--- src/rtl/cp0_timer.sv ---
// CP0 Count/Compare timer: prescaled free-running Count, sticky Compare
// match interrupt (ti) and a one-cycle wrap pulse when Count rolls over.
module cp0_timer #(
    parameter int               WIDTH         = 32,
    parameter logic [WIDTH-1:0] RESET_COUNT   = WIDTH'(1),
    parameter logic [WIDTH-1:0] RESET_COMPARE = '1,
    parameter int               DIV           = 1
) (
    input  logic             clk,
    input  logic             rst,
    input  logic             count_we,
    input  logic             compare_we,
    input  logic [WIDTH-1:0] wdata,
    input  logic             stall,
    output logic [WIDTH-1:0] count_q,
    output logic [WIDTH-1:0] compare_q,
    output logic             ti,
    output logic             wrap
);

    localparam int            PW   = (DIV > 1) ? $clog2(DIV) : 1;
    localparam logic [PW-1:0] PMAX = PW'(DIV - 1);

    logic [PW-1:0]    pre_q;
    logic [PW-1:0]    pre_d;
    logic [WIDTH-1:0] count_d;
    logic [WIDTH-1:0] compare_d;
    logic             ti_d;
    logic             wrap_d;
    logic             tick;
    logic             match;

    always_comb begin
        tick      = !stall && (pre_q == PMAX) && !count_we;
        match     = (count_q == compare_q);
        pre_d     = pre_q;
        count_d   = count_q;
        compare_d = compare_q;
        ti_d      = ti;
        wrap_d    = tick && (count_q == '1);

        // A Count write restarts the prescale period, even under stall.
        if (count_we) begin
            pre_d = '0;
        end else if (!stall) begin
            pre_d = (pre_q == PMAX) ? '0 : pre_q + PW'(1);
        end

        if (count_we) begin
            count_d = wdata;
        end else if (tick) begin
            count_d = count_q + WIDTH'(1);
        end

        if (compare_we) begin
            compare_d = wdata;
        end

        // Acknowledge beats a coincident match.
        if (compare_we) begin
            ti_d = 1'b0;
        end else if (match) begin
            ti_d = 1'b1;
        end
    end

    always_ff @(posedge clk) begin
        if (rst) begin
            pre_q     <= '0;
            count_q   <= RESET_COUNT;
            compare_q <= RESET_COMPARE;
            ti        <= 1'b0;
            wrap      <= 1'b0;
        end else begin
            pre_q     <= pre_d;
            count_q   <= count_d;
            compare_q <= compare_d;
            ti        <= ti_d;
            wrap      <= wrap_d;
        end
    end

endmodule

--- config.mk ---
export PLATFORM = sky130hd
export DESIGN_NAME = cp0_timer
export DESIGN_NICKNAME = d
export VERILOG_FILES = /design/src/rtl/cp0_timer.sv
export SDC_FILE = /design/constraint.sdc
export NUM_CORES = 1
export LEC_CHECK = 0
export ABC_AREA = 1
export BUFFER_PORTS_ARGS = -buffer_cell sky130_fd_sc_hd__buf_4
export CAP_MARGIN = 30
export CORE_MARGIN = 10
export CORE_UTILIZATION = 45
export CTS_BUF_LIST = sky130_fd_sc_hd__clkbuf_8
export CTS_CLUSTER_SIZE = 30
export DETAILED_ROUTE_END_ITERATION = 8
export PLACE_DENSITY = 0.76
export RECOVER_POWER = 100
export SYNTH_ARGS = -nofsm -noshare
export SYNTH_HDL_FRONTEND = slang
export SYNTH_SLANG_ARGS = --single-unit
--- constraint.sdc ---
create_clock -name clk -period 2.03 [get_ports clk]
set_clock_uncertainty 0.1 [all_clocks]
set_input_delay 0.203 -clock clk [delete_from_list [all_inputs] [get_ports clk]]
set_output_delay 0.203 -clock clk [all_outputs]
set_load 0.02 [all_outputs]
==> reports/qor.yml <==
clk_path_buf_depth: 2
post_cts_resized: 0
critical_path_class: "reg2reg"
setup_violations: 0
max-cap-violations: 0
num_vias: 4314
worstSkewPairLatency_ns: 0.35
drv_slew: 0
critPathBufInv: 0
nNetsFinal: 783
fin_setup_tns_ns: 0
wl_um: 13100
initial_core_util: 0.468
crit_chain: "nand2_1 > nor2_1 > nand2_1 > nor2_1 > nand3_1 > nand2_1 > nand2_1 > a21oi_1"
cpMostUsedCell: "nand2_1"
cp_slowest_stage_delay_ns: 0.42
grt_overflow_total: 0
port_buffers: 102
ys_seq_area_frac: 0.340
cts_max_level: 3
path_delay_family: "simple AND/OR/NAND/NOR gates"
die_height_um: 113
diodes: 0
via_per_inst: 5.05
p_seq_frac: 0.430
p_leak_nw: 2.11
yosysWarnings: 0
fmax_ghz: 0.548
finalHoldViolations: 0
firstDrtPassIters: 5
cts_buffers: 9
rows: 33
drive_gt1_frac: 0.103
relSlewSlack: 0.188
clock-root-buffer: "clkbuf_8"
worstPathArrival_ns: 2.01
finalInstanceArea_um2: 4960
die_w_um: 113
worst_setup_path_start_kind: "flop"
hpwl_um: 9740
power.switching_mw: 1.08
finalNonFillerCells: 855
drc: 0
p_clk_frac: 0.380
globalplace.congestion: 0.926
die_area_um2: 12800
antenna_left: 0
clk_pin_slew_ns: 0.09
status: "finished, final reports clean"
drt_iter0_drc: 229
io_pins: 103
dpl-instance-area_um2: 4820
syn_nets: 656
path_max_fanout: 4
worstPathRequired_ns: 2.21
power_density_nw_per_um2: 694
p_int_mw: 2.36
final_common_cell: "nand2_1"
vdd_ir_drop_max_uv: 344
rsz0062_at_grt: "no"
hp-class: "in2reg"
cts_sinks: 66
grt_use_total: 0.205
core_area_um2: 8300
place_inst: 820
syn_area_um2: 3890
area_growth_pct: 27.5
period_minus_slack_ns: 1.82
wl_per_cell_um: 15.4
p_comb_frac: 0.190
syn-instance-count: 618
p_sw_frac: 0.314
slowest_stage: "dfxtp_1"
critPathCaptureType: "flop"
ys_types: 26
cts_tree: "yes"
final_cell_mix: "224 x nand2_1, 70 x inv_1, 68 x clkbuf_1"
fin_crit_sh: 0.899
grt_pass1_wl_um: 21800
ys_ff_latch: 66
synth_area_per_cell_um2: 6.29
tightest_slew_ns: 1.22
grt_max_degree: 38
antenna_found_initial: 0
grt_pass1_vias: 4368
[worst min-delay path, delay by kind of cell]
family	cells	cell delay (ns)
AO/OA/AOI/OAI	1	0.13
buffers and inverters	2	0.12
[layout make-up]
type	instances	area [um^2]
inverters	73	274
clock inverters	6	90.1
clock buffers	10	138
repair buffers	137	831
multi-input cells	458	2170
flip-flops and latches	66	1320
well taps	105	131
fillers	863	3340
[registers in the layout (all words and copies together), names as in the netlist]
name,flops
wrap,1
count_q,32
ti,1
compare_q,32
[layer usage]
metal | GRT usage | vias to the layer above | wire (um)
met5 | 0 | - | 0
met1 | 0.256 | 1983 | 5850
met3 | 0.0481 | 13 | 868
li1 | - | 2193 | -
met4 | 0.0677 | 0 | 223
met2 | 0.339 | 125 | 6200
[final timing paths]
check	from	to	slack [ns]	cells past startpoint
worst max register to register	count_q[8]	count_q[27]	0.21	8
worst min-delay path	wdata[11]	compare_q[11]	0.03	3
worst min register to register	ti	ti	0.36	2
worst max-delay path	count_q[8]	count_q[27]	0.21	8
[power groups by stage]
stage                     clock (mW)  combinational, mW  sequential (mW)
after floorplan                    0              0.296             1.59
after global placement             0              0.686             1.50
after detailed placement           0              0.694             1.51
final                           1.31              0.654             1.48
after global routing            1.37              0.730             1.49
after CTS                       1.32              0.727             1.48
[repair_timing]
item	CTS	global route
hold buffers	19	0
setup buffers	0	0
hold endpoints to repair	20	0
endpoints found under the setup margin	0	0
[kinds of logic (layout without fill, tap and decap cells)]
group | Yosys count | count (layout) | share of synthesized area
and+or+nand+nor | 331 | 331 | 0.351
buffers and inverters | 94 | 226 | 0.0950
AOI/OAI and AO/OA | 90 | 90 | 0.130
DFF | 66 | 66 | 0.340
xor gates and xnor gates | 36 | 36 | 0.0811
adders and majority gates | 1 | 1 | 0.00322
[synth_stat cells]
| cell type | count | area [um^2] |
|---|---|---|
| nand2_1 | 221 | 830 |
| inv_1 | 69 | 259 |
| dfxtp_1 | 66 | 1320 |
| nor2_1 | 62 | 233 |
| a21oi_1 | 34 | 170 |
| xnor2_1 | 29 | 254 |
| nand3_1 | 28 | 140 |
| o21ai_0 | 26 | 130 |
| o211ai_1 | 14 | 105 |
| clkbuf_1 | 13 | 48.8 |
| o22ai_1 | 9 | 56.3 |
| a31oi_1 | 7 | 43.8 |
| xor2_1 | 7 | 61.3 |
| nand2_2 | 6 | 37.5 |
| nor2_4 | 6 | 67.6 |
| buf_2 | 4 | 20.0 |
| buf_4 | 3 | 22.5 |
| inv_2 | 3 | 11.3 |
| nand3b_1 | 2 | 15.0 |
| nor2_2 | 2 | 12.5 |
| nor3_1 | 2 | 10.0 |
| buf_1 | 1 | 3.75 |
| clkinv_1 | 1 | 3.75 |
| ha_1 | 1 | 12.5 |
| nand2_4 | 1 | 11.3 |
| nand4_1 | 1 | 6.26 |
[through the flow]
step | hold WS, ns | worst slack, ns | utilization | power (mW)
after floorplan | 0.225 | 0.346 | - | 1.89
after global placement | 0.325 | 0.416 | 0.581 | 2.19
after detailed placement | 0.328 | 0.336 | 0.581 | 2.20
after CTS | 0.0213 | 0.296 | 0.631 | 3.52
after global routing | 0.0377 | 0.0517 | 0.597 | 3.59
final | 0.0261 | 0.205 | 0.597 | 3.44
No activity file was read; power rests on OpenSTA's default activity.
